<file path="src/rtl/bus_control_fsm_pkg.sv">
// Shared constants for the single-bus control sequencer: opcodes and FSM states.
package bus_control_fsm_pkg;

  typedef enum logic [1:0] {
    T0 = 2'd0,
    T1 = 2'd1,
    T2 = 2'd2,
    T3 = 2'd3
  } state_t;

  localparam logic [1:0] OP_LOAD = 2'b00;
  localparam logic [1:0] OP_MOV  = 2'b01;
  localparam logic [1:0] OP_ADD  = 2'b10;
  localparam logic [1:0] OP_SUB  = 2'b11;

endpackage

</file>
<file path="src/rtl/bus_control_fsm_dec2to4.sv">
// 2-to-4 one-hot decoder with enable; output is all zeros when disabled.
module dec2to4 (
  input  logic [1:0] idx,
  input  logic       en,
  output logic [3:0] y
);

  always_comb begin
    y = 4'b0000;
    if (en) y = 4'b0001 << idx;
  end

endmodule

</file>
<file path="src/rtl/bus_control_fsm.sv">
// Control sequencer for the 4-bit single-bus datapath: latches one instruction
// per start and steps the bus source/sink controls until the Done pulse.
module bus_control_fsm
  import bus_control_fsm_pkg::*;
(
  input  logic       Clock,
  input  logic       Resetn,
  input  logic       w,
  input  logic [5:0] func,
  output logic       Extern,
  output logic       Gout,
  output logic [3:0] Rout,
  output logic [3:0] Rin,
  output logic       Ain,
  output logic       Gin,
  output logic       AddSub,
  output logic       Done,
  output logic [1:0] state_dbg
);

  // Start handshake: w acts as valid and the controller is ready only in T0;
  // an instruction is taken on any rising edge where state==T0 and w==1.
  state_t     state, state_nxt;
  logic [5:0] fr;
  logic [1:0] op, rx, ry;
  logic [1:0] rout_idx;
  logic       rin_en, rout_en;

  assign op = fr[5:4];
  assign rx = fr[3:2];
  assign ry = fr[1:0];
  assign state_dbg = state;

  always_ff @(posedge Clock or negedge Resetn) begin
    if (!Resetn) begin
      state <= T0;
      fr    <= 6'd0;
    end else begin
      state <= state_nxt;
      if (state == T0 && w) fr <= func;
    end
  end

  always_comb begin
    state_nxt = T0;
    case (state)
      T0: state_nxt = w ? T1 : T0;
      T1: state_nxt = (op == OP_ADD || op == OP_SUB) ? T2 : T0;
      T2: state_nxt = T3;
      T3: state_nxt = T0;
      default: state_nxt = T0;
    endcase
  end

  // Outputs depend only on state and the latched FR, so a changing func/w
  // mid-instruction can never disturb the bus.
  always_comb begin
    Extern   = 1'b0;
    Gout     = 1'b0;
    Ain      = 1'b0;
    Gin      = 1'b0;
    AddSub   = 1'b0;
    Done     = 1'b0;
    rin_en   = 1'b0;
    rout_en  = 1'b0;
    rout_idx = ry;
    case (state)
      T1: begin
        case (op)
          OP_LOAD: begin
            Extern = 1'b1;
            rin_en = 1'b1;
            Done   = 1'b1;
          end
          OP_MOV: begin
            rout_en = 1'b1;
            rin_en  = 1'b1;
            Done    = 1'b1;
          end
          default: begin
            rout_idx = rx;
            rout_en  = 1'b1;
            Ain      = 1'b1;
          end
        endcase
      end
      T2: begin
        rout_en = 1'b1;
        Gin     = 1'b1;
        AddSub  = op[0];
      end
      T3: begin
        Gout   = 1'b1;
        rin_en = 1'b1;
        Done   = 1'b1;
      end
      default: ;
    endcase
  end

  dec2to4 u_rin_dec (
    .idx (rx),
    .en  (rin_en),
    .y   (Rin)
  );

  dec2to4 u_rout_dec (
    .idx (rout_idx),
    .en  (rout_en),
    .y   (Rout)
  );

endmodule

</file>
<file path="config.mk">
export PLATFORM = sky130hd
export DESIGN_NAME = bus_control_fsm
export DESIGN_NICKNAME = d
export VERILOG_FILES = /design/src/rtl/bus_control_fsm_pkg.sv /design/src/rtl/bus_control_fsm_dec2to4.sv /design/src/rtl/bus_control_fsm.sv
export SDC_FILE = /design/constraint.sdc
export NUM_CORES = 1
export LEC_CHECK = 0
export ABC_CLOCK_PERIOD_IN_PS = 2400
export CAP_MARGIN = 20
export CORE_MARGIN = 1
export CORE_UTILIZATION = 35
export CTS_CLUSTER_SIZE = 10
export DETAILED_ROUTE_END_ITERATION = 8
export GPL_TIMING_DRIVEN = 0
export PLACE_DENSITY = 0.7
export SLEW_MARGIN = 20
export SYNTH_ARGS = -nofsm -noshare
export SYNTH_HDL_FRONTEND = slang
export SYNTH_HIERARCHICAL = 1
export SYNTH_SLANG_ARGS = --single-unit
</file>
<file path="constraint.sdc">
create_clock -name Clock -period 2.4 [get_ports Clock]
set_input_delay 0.6 -clock Clock [delete_from_list [all_inputs] [get_ports Clock]]
set_output_delay 0.6 -clock Clock [all_outputs]
set_load 0.1 [all_outputs]
</file>
==> flow_summary.yaml, run 1 <==
critical_path:
  startpoint_type: "flip-flop"
  cp-end-kind: "primary output"
  crit_fanout: 4
  reg2reg_setup_slack_ns: 0.98
  critical_path_class: "reg -> out"
  path_buf_inv: 2
  crit_arrival_ns: 1.89
  slowest_delay_ns: 0.50
  critical_path.top_delay_family: "flip-flops"
  r2r_cells: 5
  crit_chain: "inv_4 -> ha_4 -> and2_4 -> mux2_4 -> and3b_2 -> buf_12"
  cp.required_ns: 1.80
  cpMaxStageDelayCell: "dfrtp_4"
  r2r_end: "fr[2]"
die:
  dieArea_um2: 1630
  die_x_um: 40.4
  die_h_um: 40.4
  initial_core_util_pct: 38.6
  rows: 13
  core_area_um2: 1330
  ios: 25
grt:
  track_usage_pct: 16.4
  grt_first_pass_wirelength_um: 1680
  grt_pass1_vias: 401
  antenna_found_initial: 0
  grt_max_degree: 9
  gr-total-overflow: 0
layout:
  multi_input_area_um2: 398
  final_nets: 93
  drive_gt1_share_pct: 70.5
  n_fill_cell: 103
  regArea_um2: 208
  layout_commonest_cell: "clkdlybuf4s50_1"
  syn_to_final_growth_pct: 88.6
  mostFrequentLayoutCells: "clkdlybuf4s50_1, mux2_2, buf_4"
  diodes: 0
yosys:
  syn_inst: 43
  avgSynthCellArea_um2: 12.0
  synth_top_area_cell: "dfrtp_1"
  synth_top_area_share_pct: 38.8
  ys_seq_area_share_pct: 38.8
  ys_ff_latch: 8
  ys_warn_count: 6
  synth.distinct_cells: 16
  synth_nets: 57
  synth.area.top_cells: "dfrtp_1, mux2_2, ha_1, and3b_1, mux2_4"
  synthesis.area_um2: 515
outcome:
  violations: "setup timing"
  outcome: "complete, but fails checks"
hold_path:
  min_to: "fr[0]"
  min_path_type: "reg -> reg"
  hp-start: "fr[0]"
  whs_path_depth: 1
sta:
  drv_slew: 0
  fin_ws_ns: -0.0939
  rsz0062_at_grt: "true"
  layout_min_cycle_time_ns: 2.49
  maxSlewHeadroom_pct: 36.3
  tightest_slew_ns: 0.959
  final_hold_viol_count: 0
  fin_skew_ns: 0.0124
  fmax_mhz: 401
  fin_tns_setup_ns: -0.284
  finalSetupViolCount: 4
  finalCritPeriodShare_pct: 104
clock_network:
  cts_sinks: 8
  clk_pin_slew_worst_paths_ns: 0.06
  clock-root-buffer: "clkbuf_4"
  postCtsHoldBufs: 0
  cts_buffers: 3
  cts_tree: "built"
  cts_max_level: 1
  cts_buffer_depth: 2
  insertion_delay_ns: 0.25
place:
  place.gp.congestion: 0.720
  portBuffers: 24
  hpwl_um: 807
  pre_cts_slack_ns: -0.786
route:
  firstDrtPassIters: 2
  drc_errors: 0
  wirelength_um: 1170
  vias: 432
  ant_nets: 0
  first_iter_violations: 3
  wl_per_cell_um: 12.5
  viasPerCell: 4.65
flow_run:
  drv_cap: 0
[per-stage QoR]
step	instances	cell area, µm²	util, %	hold slack, ns
finish	93	972	72.9	0.509
global route	93	972	72.9	0.549
CTS	90	948	71.1	0.512
detailed placement	82	860	64.4	0.501
global placement	82	860	64.4	0.491
floorplan	43	601	-	0.304
[cell usage after synthesis]
cell / number
and2_4: 1
nand3_1: 1
nor2_1: 2
and3_2: 2
ha_1: 5
and2_1: 1
nor3_1: 1
o21ai_0: 2
mux2_2: 7
dfrtp_1: 8
nand2b_1: 2
and3b_1: 4
nand2_2: 1
inv_1: 2
nor3b_2: 2
mux2_4: 2
[cell type report]
type | count | share of cell area [%]
Clock buffer | 4 | 2.70
Tap cell | 15 | 1.93
Inverter | 2 | 1.03
Timing Repair Buffer | 31 | 32.0
Sequential cell | 8 | 21.4
Multi-Input combinational cell | 33 | 40.9
[metal layers]
layer | GRT usage [%] | share of wire [%] | up-vias
met2 | 23.8 | 47 | 15
met4 | 10.0 | 0.69 | 0
met5 | 0 | 0 | -
li1 | - | - | 222
met1 | 21.2 | 48 | 193
met3 | 5.00 | 4.5 | 2
[cells by family after synthesis]
logic type | Yosys count | synth area share [%]
fa+ha+maj | 5 | 12.1
simple gates | 17 | 24.5
flops | 8 | 38.8
buf+inv | 2 | 1.46
mux | 9 | 21.1
compound gates | 2 | 1.94
[how the worst max path moves through the flow]
stage	startpoint	end	slack, ns	cells after the start
3_5_place_dp	flip-flop	Rout[2]	-0.79	6
6_report	flip-flop	Rout[1]	-0.09	6
2_1_floorplan	flip-flop	Rout[0]	-0.64	5
3_3_place_gp	flip-flop	Rout[2]	-0.77	6
5_1_grt	flip-flop	Rout[2]	-0.14	6
4_1_cts	flip-flop	Rout[2]	-0.12	6
[what timing repair did]
action / 4_1_cts / 5_1_grt
buffers inserted: 4 / 3
pin swaps: 2 / 2
endpoints found under the setup margin: 16 / 7
gates resized for setup: 83 / 14
Power of run 1 is left out: the tool's default activity adds up to more than one toggle a clock period on the data nets, which glitch-free logic cannot reach.
==> run 2, diff against run 1 <==
--- a/config.mk
+++ b/config.mk
@@ -9,10 +9,11 @@
 export CAP_MARGIN = 20
 export CORE_MARGIN = 1
 export CORE_UTILIZATION = 35
+export CTS_CLUSTER_DIAMETER = 60
 export CTS_CLUSTER_SIZE = 10
 export DETAILED_ROUTE_END_ITERATION = 8
 export GPL_TIMING_DRIVEN = 0
-export PLACE_DENSITY = 0.7
+export PLACE_DENSITY = 0.67
 export SLEW_MARGIN = 20
 export SYNTH_ARGS = -nofsm -noshare
 export SYNTH_HDL_FRONTEND = slang
==> flow_summary.yaml, run 2 (synthesized netlist as in run 1, its figures left out) <==
die:
  rows: 13
  ios: 25
  die_h_um: 40.4
  dieArea_um2: 1630
  core_area_um2: 1330
  die_x_um: 40.4
  initial_core_util_pct: 38.6
grt:
  antenna_found_initial: 0
  track_usage_pct: 14.9
  grt_max_degree: 9
  grt_first_pass_wirelength_um: 1540
  grt_pass1_vias: 375
  gr-total-overflow: 0
sta:
  hold_slack_ns: 0.517
  fmax_mhz: 403
  fin_tns_setup_ns: -0.246
  drv_slew: 0
  final_hold_viol_count: 0
  tightest_slew_ns: 0.984
  fin_skew_ns: 0.00720
  layout_min_cycle_time_ns: 2.48
  fin_ws_ns: -0.0842
  rsz0062_at_grt: "true"
  finalSetupViolCount: 3
  finalCritPeriodShare_pct: 104
  maxSlewHeadroom_pct: 34.7
layout:
  fin_util_pct: 71.0
  mostFrequentLayoutCells: "clkdlybuf4s50_1, mux2_2, clkbuf_4, dfrtp_1, clkdlybuf4s15_2"
  syn_to_final_growth_pct: 83.7
  layout_commonest_cell: "clkdlybuf4s50_1"
  diodes: 0
  final_nets: 89
  regArea_um2: 208
  drive_gt1_share_pct: 66.2
  multi_input_area_um2: 389
  n_fill_cell: 108
  final_area_um2: 947
critical_path:
  crit_fanout: 4
  cpMaxStageDelayCell: "dfrtp_4"
  path_buf_inv: 2
  setup.worst_path.end: "Rout[2]"
  startpoint_type: "flip-flop"
  r2r_end: "fr[2]"
  slowest_delay_ns: 0.50
  cp.required_ns: 1.80
  critical_path_class: "reg -> out"
  worst-path-stages: 6
  r2r_cells: 5
  crit_arrival_ns: 1.88
  critical_path.top_delay_family: "flip-flops"
  crit_chain: "inv_4 -> ha_4 -> and2_4 -> mux2_4 -> and3b_2 -> buf_12"
  reg2reg_setup_slack_ns: 0.97
  cp-end-kind: "primary output"
route:
  ant_nets: 0
  drc_errors: 0
  vias: 427
  viasPerCell: 4.80
  firstDrtPassIters: 1
  first_iter_violations: 0
  wirelength_um: 1040
  wl_per_cell_um: 11.7
clock_network:
  cts_buffers: 3
  insertion_delay_ns: 0.25
  postCtsHoldBufs: 0
  clock-root-buffer: "clkbuf_4"
  cts_sinks: 8
  cts_max_level: 1
  cts_buffer_depth: 2
  cts_tree: "built"
  clk_pin_slew_worst_paths_ns: 0.06
place:
  portBuffers: 24
  placed_cell_area_um2: 860
  hpwl_um: 823
  place.gp.congestion: 0.747
outcome:
  outcome: "complete, but fails checks"
  violations: "setup timing"
flow_run:
  drv_cap: 0
hold_path:
  min_path_type: "reg -> reg"
  whs_path_depth: 1
[run 2: area by class of cell]
class,instances,area share (%)
sequential,8,21.9
clock buffer,4,2.77
timing repair buffer,27,31.2
multi-input combinational,33,41.1
tap,15,1.98
inverter,2,1.06
[run 2: worst min path at each step]
| stage | startpoint | to | slack [ns] |
|---|---|---|---|
| after floorplan | Resetn | fr[0] | 0.30 |
| after global placement | fr[0] | fr[0] | 0.50 |
| after detailed placement | fr[0] | fr[0] | 0.51 |
| after CTS | fr[0] | fr[0] | 0.52 |
| after global routing | fr[0] | fr[0] | 0.53 |
| final | fr[0] | fr[0] | 0.52 |
[run 2: through the flow]
step | instances | setup WS (ns)
after CTS | 88 | -0.0950
after global routing | 89 | -0.171
final | 89 | -0.0842
after detailed placement | 82 | -0.771
after floorplan | 43 | -0.642
after global placement | 82 | -0.752
[run 2: worst reg2reg max path: stages (launching register included)]
cell	delay, ns
dfrtp_4	0.44
inv_4	0.04
buf_4	0.13
ha_1	0.18
nand2_2	0.15
mux2_2	0.35
[run 2: timing repair]
item                       in CTS  in global routing
gates cloned                    0                  0
buffers inserted                2                  1
pin swaps                       1                  2
setup endpoints to repair      16                  8
resized for setup              76                  5
[run 2: routing by layer]
metal / vias up / track usage, % / share of wire, %
met3: 0 / 3.33 / 3.7
met4: 0 / 7.50 / 0
met5: - / 0 / 0
li1: 214 / - / -
met2: 16 / 26.2 / 50
met1: 197 / 16.7 / 46
Power of run 2 is left out for the same reason.
